==> src/rtl/pipe_hazard_ctrl.sv <==
// Stall/flush/halt sequencer for the 5-stage mips32 pipeline: RAW interlock without
// forwarding, taken-branch squash, HLT drain/freeze, and a stall watchdog.
module pipe_hazard_ctrl #(
   parameter int MAX_STALL = 8,
   parameter int DRAIN_CYC = 3,
   parameter int CNT_W     = 16
) (
   input  logic             clk,
   input  logic             rst_n,
   input  logic [31:0]      id_ir,
   input  logic [31:0]      ex_ir,
   input  logic [31:0]      mem_ir,
   input  logic [31:0]      wb_ir,
   input  logic             mem_cond,
   input  logic             resume,
   output logic             pc_we,
   output logic             if_id_we,
   output logic             if_id_flush,
   output logic             id_ex_bubble,
   output logic             halted,
   output logic             stall_err,
   output logic [CNT_W-1:0] stall_cnt,
   output logic [CNT_W-1:0] flush_cnt
);
   // state      | meaning
   // S_RUN      | normal issue
   // S_STALL    | RAW interlock, IF/ID frozen, bubbles into EX
   // S_DRAIN    | HLT in decode, older instructions retiring
   // S_HALTED   | frozen until resume pulse
   typedef enum logic [1:0] {S_RUN, S_STALL, S_DRAIN, S_HALTED} state_t;

   localparam int SW = $clog2(MAX_STALL + 1);
   localparam int DW = (DRAIN_CYC > 1) ? $clog2(DRAIN_CYC) : 1;
   localparam logic [SW-1:0] C_MAX   = SW'(MAX_STALL);
   localparam logic [DW-1:0] C_DRAIN = DW'(DRAIN_CYC - 1);

   function automatic logic [4:0] f_dst(input logic [31:0] ir);
      logic [5:0] op;
      op = ir[31:26];
      if (op <= 6'd4) return ir[15:11];
      if (op == 6'h08 || op == 6'h0A || op == 6'h0B || op == 6'h0C) return ir[20:16];
      return 5'd0;
   endfunction

   function automatic logic f_match(input logic [4:0] src, input logic [4:0] d0,
                                    input logic [4:0] d1, input logic [4:0] d2);
      return (src != 5'd0) && (src == d0 || src == d1 || src == d2);
   endfunction

   state_t         r_state, w_state_nxt;
   logic [SW-1:0]  r_cons, w_cons_nxt;
   logic [DW-1:0]  r_drain, w_drain_nxt;
   logic           r_err;
   logic [CNT_W-1:0] r_scnt, r_fcnt;

   logic [5:0] w_op_id, w_op_mem;
   logic [4:0] w_d_ex, w_d_mem, w_d_wb;
   logic       w_rs_used, w_rt_used, w_hazard, w_taken, w_inc_s, w_inc_f;

   always_comb begin
      w_op_id   = id_ir[31:26];
      w_op_mem  = mem_ir[31:26];
      w_d_ex    = f_dst(ex_ir);
      w_d_mem   = f_dst(mem_ir);
      w_d_wb    = f_dst(wb_ir);
      w_rs_used = (w_op_id <= 6'd4) || (w_op_id >= 6'h08 && w_op_id <= 6'h0E);
      w_rt_used = (w_op_id <= 6'd4) || (w_op_id == 6'h09);
      w_hazard  = (w_rs_used && f_match(id_ir[25:21], w_d_ex, w_d_mem, w_d_wb)) ||
                  (w_rt_used && f_match(id_ir[20:16], w_d_ex, w_d_mem, w_d_wb));
      w_taken   = mem_cond && (w_op_mem == 6'h0D || w_op_mem == 6'h0E || w_op_mem == 6'h10);
   end

   always_comb begin
      pc_we        = 1'b1;
      if_id_we     = 1'b1;
      if_id_flush  = 1'b0;
      id_ex_bubble = 1'b0;
      w_state_nxt  = r_state;
      w_cons_nxt   = r_cons;
      w_drain_nxt  = r_drain;
      w_inc_s      = 1'b0;
      w_inc_f      = 1'b0;
      if (r_state == S_HALTED) begin
         pc_we        = 1'b0;
         if_id_we     = resume;
         if_id_flush  = resume;
         id_ex_bubble = 1'b1;
         if (resume) w_state_nxt = S_RUN;
      end else if (w_taken) begin
         if_id_flush  = 1'b1;
         id_ex_bubble = 1'b1;
         w_inc_f      = 1'b1;
         w_state_nxt  = S_RUN;
         w_cons_nxt   = '0;
      end else if (r_state == S_DRAIN) begin
         pc_we        = 1'b0;
         if_id_we     = 1'b0;
         id_ex_bubble = 1'b1;
         if (r_drain == '0) w_state_nxt = S_HALTED;
         else               w_drain_nxt = r_drain - DW'(1);
      end else if (w_hazard) begin
         pc_we        = 1'b0;
         if_id_we     = 1'b0;
         id_ex_bubble = 1'b1;
         w_inc_s      = 1'b1;
         w_state_nxt  = S_STALL;
         if (r_state != S_STALL) w_cons_nxt = SW'(1);
         else if (r_cons != C_MAX) w_cons_nxt = r_cons + SW'(1);
      end else begin
         w_cons_nxt  = '0;
         w_state_nxt = S_RUN;
         if (w_op_id == 6'h3F) begin
            pc_we        = 1'b0;
            if_id_we     = 1'b0;
            id_ex_bubble = 1'b1;
            w_drain_nxt  = C_DRAIN;
            w_state_nxt  = S_DRAIN;
         end
      end
      // In reset the datapath must see a frozen PC and a zeroed IF_ID/ID_EX.
      if (!rst_n) begin
         pc_we        = 1'b0;
         if_id_we     = 1'b0;
         if_id_flush  = 1'b1;
         id_ex_bubble = 1'b1;
      end
   end

   always_ff @(posedge clk or negedge rst_n) begin
      if (!rst_n) begin
         r_state <= S_RUN;
         r_cons  <= '0;
         r_drain <= '0;
         r_err   <= 1'b0;
         r_scnt  <= '0;
         r_fcnt  <= '0;
      end else begin
         r_state <= w_state_nxt;
         r_cons  <= w_cons_nxt;
         r_drain <= w_drain_nxt;
         if (w_cons_nxt >= C_MAX) r_err <= 1'b1;
         if (w_inc_s && !(&r_scnt)) r_scnt <= r_scnt + CNT_W'(1);
         if (w_inc_f && !(&r_fcnt)) r_fcnt <= r_fcnt + CNT_W'(1);
      end
   end

   assign halted    = (r_state == S_HALTED);
   assign stall_err = r_err;
   assign stall_cnt = r_scnt;
   assign flush_cnt = r_fcnt;
endmodule

==> config.mk <==
export PLATFORM = sky130hd
export DESIGN_NAME = pipe_hazard_ctrl
export DESIGN_NICKNAME = d
export VERILOG_FILES = /design/src/rtl/pipe_hazard_ctrl.sv
export SDC_FILE = /design/constraint.sdc
export NUM_CORES = 1
export LEC_CHECK = 0
export BUFFER_PORTS_ARGS = -buffer_cell sky130_fd_sc_hd__buf_2
export CORE_MARGIN = 3
export CORE_UTILIZATION = 48
export DETAILED_ROUTE_END_ITERATION = 8
export PLACE_DENSITY = 0.83
export SETUP_SLACK_MARGIN = 0.15
export SLEW_MARGIN = 0
export SYNTH_ARGS = -nofsm -noshare
export SYNTH_HDL_FRONTEND = slang
export SYNTH_SLANG_ARGS = --single-unit
export TNS_END_PERCENT = 1
==> constraint.sdc <==
create_clock -name clk -period 6.09 [get_ports clk]
set_input_delay 0.3045 -clock clk [delete_from_list [all_inputs] [get_ports clk]]
set_output_delay 0.3045 -clock clk [all_outputs]
set_load 0.02 [all_outputs]
======== After elaboration in Yosys (flattened, before gate mapping) ========
Cells that the tools add are included.
storage, ports and cells
  register bits ........................... 41
  word-level logic and storage cells ...... 146
cells by class
  bitwise operators ....................... 2
  mux-type cells .......................... 60
  reduce and logical (&&, ||, !) cells .... 36
  $lt $le $gt $ge ......................... 7
  $add $sub $neg .......................... 4
  equal/unequal tests ..................... 31
operator list
  cell                                                                number
  equality test 6 x 4 -> 1 bit (second input constant)                15
  2-to-1 mux 5 bit                                                    12
  adder 16 x 1 -> 16 bit (second input constant)                      2
  AND reduction 16 bit                                                2
  2-to-1 mux 1 bit                                                    31
  equality test 5 bit                                                 6
  <= comparator 6 x 3 -> 1 bit (second input constant)                4
  2-to-1 mux 4 bit                                                    6
  2-to-1 mux 2 bit                                                    11
  logical OR 1 bit                                                    18
  nonzero test 5 bit                                                  2
  logical AND 1 bit                                                   8
  equality test 6 x 5 -> 1 bit (second input constant)                1
  equality test 6 bit (second input constant)                         1
  greater-or-equal comparator 6 x 4 -> 1 bit (second input constant)  1
  <= comparator 6 x 4 -> 1 bit (second input constant)                1
  AND reduction 5 bit                                                 1
  adder 4 x 1 -> 4 bit (second input constant)                        1
  equality test 2 bit (second input constant)                         2
  greater-or-equal comparator 4 bit (second input constant)           1
  inequality test 2 x 1 -> 1 bit (second input constant)              2
  inequality test 2 bit (second input constant)                       2
  inequality test 4 x 3 -> 1 bit (second input constant)              1
  inequality test 4 bit (second input constant)                       1
  other kinds (6)                                                     8

======== Logic depth before layout (Yosys ltp) ========
  word-level depth ........................ 19
  mapped depth ............................ 11
  mapped depth without buffers ............ 9

======== Least setup slack after synthesis ========
OpenSTA, ideal clock, no wires.
  path kind ............................... input port to output port
  from .................................... input port mem_ir[27]
  to ...................................... output port pc_we
  arrival time ............................ 2680 ps
  stages on the path ...................... 10
  slack ................................... 3106 ps
  required time ........................... 5785 ps
  cells stage by stage .................... mux2_4 -> and4bb_1 -> nor2_1 -> xor2_1 -> nor4b_2 -> or4_4 -> a221oi_4 -> buf_2 -> a21oi_1 -> nor2_1
on the way
  longest elaborated chain between the ends .. 19
  elaborated cells between the ends (all ways) .. 36
  classes of those cells .................. order compare (1); eq/ne (9); mux (11); reduce/logical (15)
RTL lines
  item                                  line    RTL
  from (decl)                           12      input logic [31:0] mem_ir,
  equality test 6 x 4 -> 1 bit          41      if (op == 6'h08 || op == 6'h0A || op == 6'h0B || op == 6'h0C) return ir[20:16];
  logical OR 1 bit (3 in series)        41
  2-to-1 mux 1 bit (2 in series)        41
  2-to-1 mux 5 bit                      42      return 5'd0;
  2-to-1 mux 5 bit                      41
  equality test 5 bit                   47      return (src != 5'd0) && (src == d0 || src == d1 || src == d2);
  logical OR 1 bit (2 in series)        47
  logical AND 1 bit                     47
  logical AND 1 bit (on tied branches)  68, 69
  logical OR 1 bit                      68      w_hazard = (w_rs_used && f_match(id_ir[25:21], w_d_ex, w_d_mem, w_d_wb)) ||
  2-to-1 mux 1 bit                      101     end else if (w_hazard) begin
  2-to-1 mux 1 bit                      95      end else if (r_state == S_DRAIN) begin
  2-to-1 mux 1 bit *                    89      end else if (w_taken) begin
  2-to-1 mux 1 bit *                    83      if (r_state == S_HALTED) begin
  2-to-1 mux 1 bit *                    121     if (!rst_n) begin
  to (decl)                             16      output logic pc_we,
Mark *: on every way between the ends. The rest lies on a longest branch, timed or not. The select of a mux whose other input is x is not followed.

======== Final worst setup path ========
  from .................................... input port ex_ir[27]
  to ...................................... output port pc_we
on the way
  longest elaborated chain between the ends .. 19
  elaborated cells between the ends (all ways) .. 30
  classes of those cells .................. order compare (1); eq/ne (6); mux (11); reduce/logical (12)
RTL lines
  item                                  line    RTL
  from (decl)                           11      input logic [31:0] ex_ir,
  equality test 6 x 4 -> 1 bit          41
  logical OR 1 bit (3 in series)        41
  2-to-1 mux 1 bit (2 in series)        41
  2-to-1 mux 5 bit                      42
  2-to-1 mux 5 bit *                    41
  equality test 5 bit                   47
  logical OR 1 bit (2 in series)        47
  logical AND 1 bit                     47
  logical AND 1 bit (on tied branches)  68, 69
  logical OR 1 bit *                    68
  2-to-1 mux 1 bit *                    101
  2-to-1 mux 1 bit *                    95
  2-to-1 mux 1 bit *                    89
  2-to-1 mux 1 bit *                    83
  2-to-1 mux 1 bit *                    121
Marked as above.

==> impl_metrics.py <==
metrics = {
    "setup_path": {
        "critical_path.startpoint": "ex_ir[27]",
        "rrSetupSlack_ns": 3.69,
        "crit_path_frequent_cell": "buf_2",
        "cp-end-kind": "output port",
        "crit_path_max_incr_delay_ns": 0.75,
        "cpMaxStageDelayCell": "a221oi_4",
        "reg2reg_to": "flush_cnt[15]$_DFFE_PN0P_",
        "crit_required_ns": 5.79,
        "arrival_ns": 3.26,
        "r2r_cells": 9,
        "cp-start-kind": "input port",
        "worstReg2RegStart": "flush_cnt[6]$_DFFE_PN0P_",
        "path_max_fanout": 24,
        "criticalPathCategory": "in2out",
        "crit_path_cell_trace": "buf_2 -> o21ai_0 -> and3b_1 -> a22o_1 -> xor2_1 -> nor4_1 -> or4_4 -> a221oi_4 -> a21oi_1 -> nor2_1 -> buf_2",
        "crit_end": "pc_we",
    },
    "placement": {
        "dp.cells": 501,
        "io_buffer_count": 105,
        "gp_congestion": 0.835,
        "dpl_worst_slack_ns": 2.58,
        "place_area_um2": 3560,
        "place_hpwl_um": 5920,
    },
    "global_route": {
        "grtUsageMet2_pct": 35.4,
        "globalRouteMet1Util_pct": 29.1,
        "antenna_found_initial": 0,
        "gr-usage-met3_pct": 3.43,
        "grt_max_degree": 46,
        "grtUsageTotal_pct": 21.4,
        "top_usage_layer": "met2",
        "grt.overflow.total": 0,
        "grt_pass1_vias": 2820,
        "grt_pass1_wl_um": 12800,
    },
    "synth": {
        "yosys_warnings": 0,
        "ys_ff_latch": 41,
        "synth_area_leader_cell": "dfrtp_1",
        "avgSynthCellArea_um2": 9.02,
        "synth_largest_type_area_fraction_pct": 34.5,
        "synthTopCellsByCount": "41 x dfrtp_1, 25 x nand2_1, 24 x nor2_1",
        "ys_seq_area_share_pct": 34.5,
        "yosysUniqueCellTypes": 59,
        "synth_most_common_cell": "dfrtp_1",
        "synth.net_count": 467,
        "async_flop_share_pct": 100,
        "synth_flop_cell": "dfrtp_1",
        "syn-cell-area_um2": 2980,
        "synth_cells": 330,
        "synth_edf_count": 0,
        "synth.area.top_cells": "dfrtp_1 34%, xnor2_1 6.5%, xor2_1 6.5%",
    },
    "sta": {
        "finalSetupTns_ns": 0,
        "min_period_ns": 3.57,
        "relSlewSlack_pct": 35.5,
        "layout_setup_ws_ns": 2.52,
        "worst_hold_slack_ns": 0.153,
        "finalCritPeriodShare_pct": 58.6,
        "max_clock_freq_mhz": 280,
        "rsz0062_at_grt": "no",
        "setup_viol": 0,
        "worstMarginPinSlew_ns": 0.967,
        "clock_skew_ns": 0.00762,
        "drv_slew": 0,
        "hold_viol_final": 0,
    },
    "power": {
        "p_per_area_nw_per_um2": 210,
        "leakage_nw": 1.82,
        "ir_drop_v": 0.000200,
        "finalPower_mw": 0.770,
    },
    "die": {
        "die_h_um": 84.8,
        "core_area_um2": 5960,
        "num_io_pins": 170,
        "start_util_pct": 50.0,
        "dieArea_um2": 7180,
        "row_count": 28,
        "die_w_um": 84.8,
    },
    "drt": {
        "via_count": 2982,
        "drc": 0,
        "drt_first_pass_iters": 4,
        "detail_route.wl_per_cell_um": 15.1,
        "routed_wirelength_um": 7660,
        "drtIter0Drc": 124,
        "viasPerCell": 5.86,
        "drtAntennaViolNets": 0,
    },
    "clocking": {
        "clock-root-buffer": "clkbuf_8",
        "clkLatencyLatePin_ns": 0.29,
        "clk_pin_slew_worst_paths_ns": 0.08,
        "clockBufferDepth": 2,
        "cts_tree": "done",
        "cts.sinks": 41,
        "cts_made_buffers": 5,
        "postCtsSetupBuffers": 0,
        "htreeDepth": 2,
        "cts_hold_buf": 0,
        "post_cts_resized": 0,
    },
    "run_status": {
        "status": "complete, no violations",
    },
    "layout": {
        "num-nets-final": 570,
        "fillers": 542,
        "design_area_um2": 3660,
        "drive_gt1_share_pct": 29.3,
        "regArea_um2": 1030,
        "instances_no_fill": 509,
        "area_growth_pct": 23.0,
        "fin_util_pct": 61.5,
        "multiInputGateArea_um2": 1870,
    },
    "run": {
        "drv_cap": 0,
    },
    "worst_hold_path": {
        "min_path_type": "in2async",
    },
}
report_power, final:
group / internal [mW] / switching, mW
clock network: 0.119 / 0.0893
registers: 0.298 / 0.0384
logic: 0.0876 / 0.137
logic make-up after synthesis:
family	share of synthesized area, %
adders and majority gates	2.10
muxes	2.69
buffers and inverters	2.73
DFF	34.5
xor gates and xnor gates	12.9
and+or+nand+nor	30.7
AOI/OAI and AO/OA	14.3
flip-flops by register name (all words and copies together), names as in the netlist, named ones only:
name / count
flush_cnt: 16
r_cons: 1
r_drain: 2
r_state: 2
stall_cnt: 16
stall_err: 1
area by class of cell:
class / instances / share of cell area, %
antenna: 1 / 0.0683
clock buffer: 5 / 1.88
inverter: 11 / 1.13
multi-input combinational: 269 / 51.0
tap: 75 / 2.56
timing repair buffer: 105 / 14.3
sequential: 41 / 28.0
clock inverter: 2 / 0.957
critical path: cells and delay by family:
| kind | cells | cell delay (ns) |
|---|---|---|
| XOR/XNOR | 1 | 0.17 |
| AND/OR/NAND/NOR | 4 | 1.02 |
| buffers and inverters | 2 | 0.30 |
| AO/OA/AOI/OAI | 4 | 1.47 |
how the worst min path moves through the flow:
stage               slack [ns]  cells after the start                   from                         to
floorplan                0.009                      0                  rst_n                  async pin
global placement          0.46                      1  stall_err$_DFFE_PN0P_      stall_err$_DFFE_PN0P_
detailed placement        0.46                      1  stall_err$_DFFE_PN0P_      stall_err$_DFFE_PN0P_
CTS                       0.19                      1                  rst_n  flush_cnt[12]$_DFFE_PN0P_
global route              0.22                      1                  rst_n  flush_cnt[12]$_DFFE_PN0P_
finish                    0.15                      1                  rst_n  flush_cnt[12]$_DFFE_PN0P_
routing by layer:
metal / up-vias / wire length (um) / part of all wire, %
met5: - / 0 / 0
met4: 0 / 111 / 1.4
met3: 13 / 600 / 7.8
met2: 112 / 3700 / 48
met1: 1415 / 3250 / 42
li1: 1442 / - / -
layout by cell type (no fill, tap or decap), types with 2 or more instances in the layout:
master	n
nor2b_1	2
o31ai_1	3
clkbuf_8	5
o22ai_1	2
xor2_1	22
a21oi_1	6
mux2i_1	2
and3_1	11
a21o_1	2
a22oi_1	4
nor3b_1	2
or4_4	2
mux2_2	3
a2111oi_0	2
a22o_1	7
o21a_1	6
xnor2_1	22
o21ai_0	16
nor3_1	8
a21boi_0	2
inv_1	11
nor4_1	14
nor2_1	24
nand2_1	25
o211ai_1	3
or4_1	2
nand4b_1	5
dfrtp_1	41
ha_1	5
nand3_1	21
buf_2	105
or3_1	2
nand4_1	13
nor4b_1	3
and3b_1	5
Power figures use the tool's default switching activity.
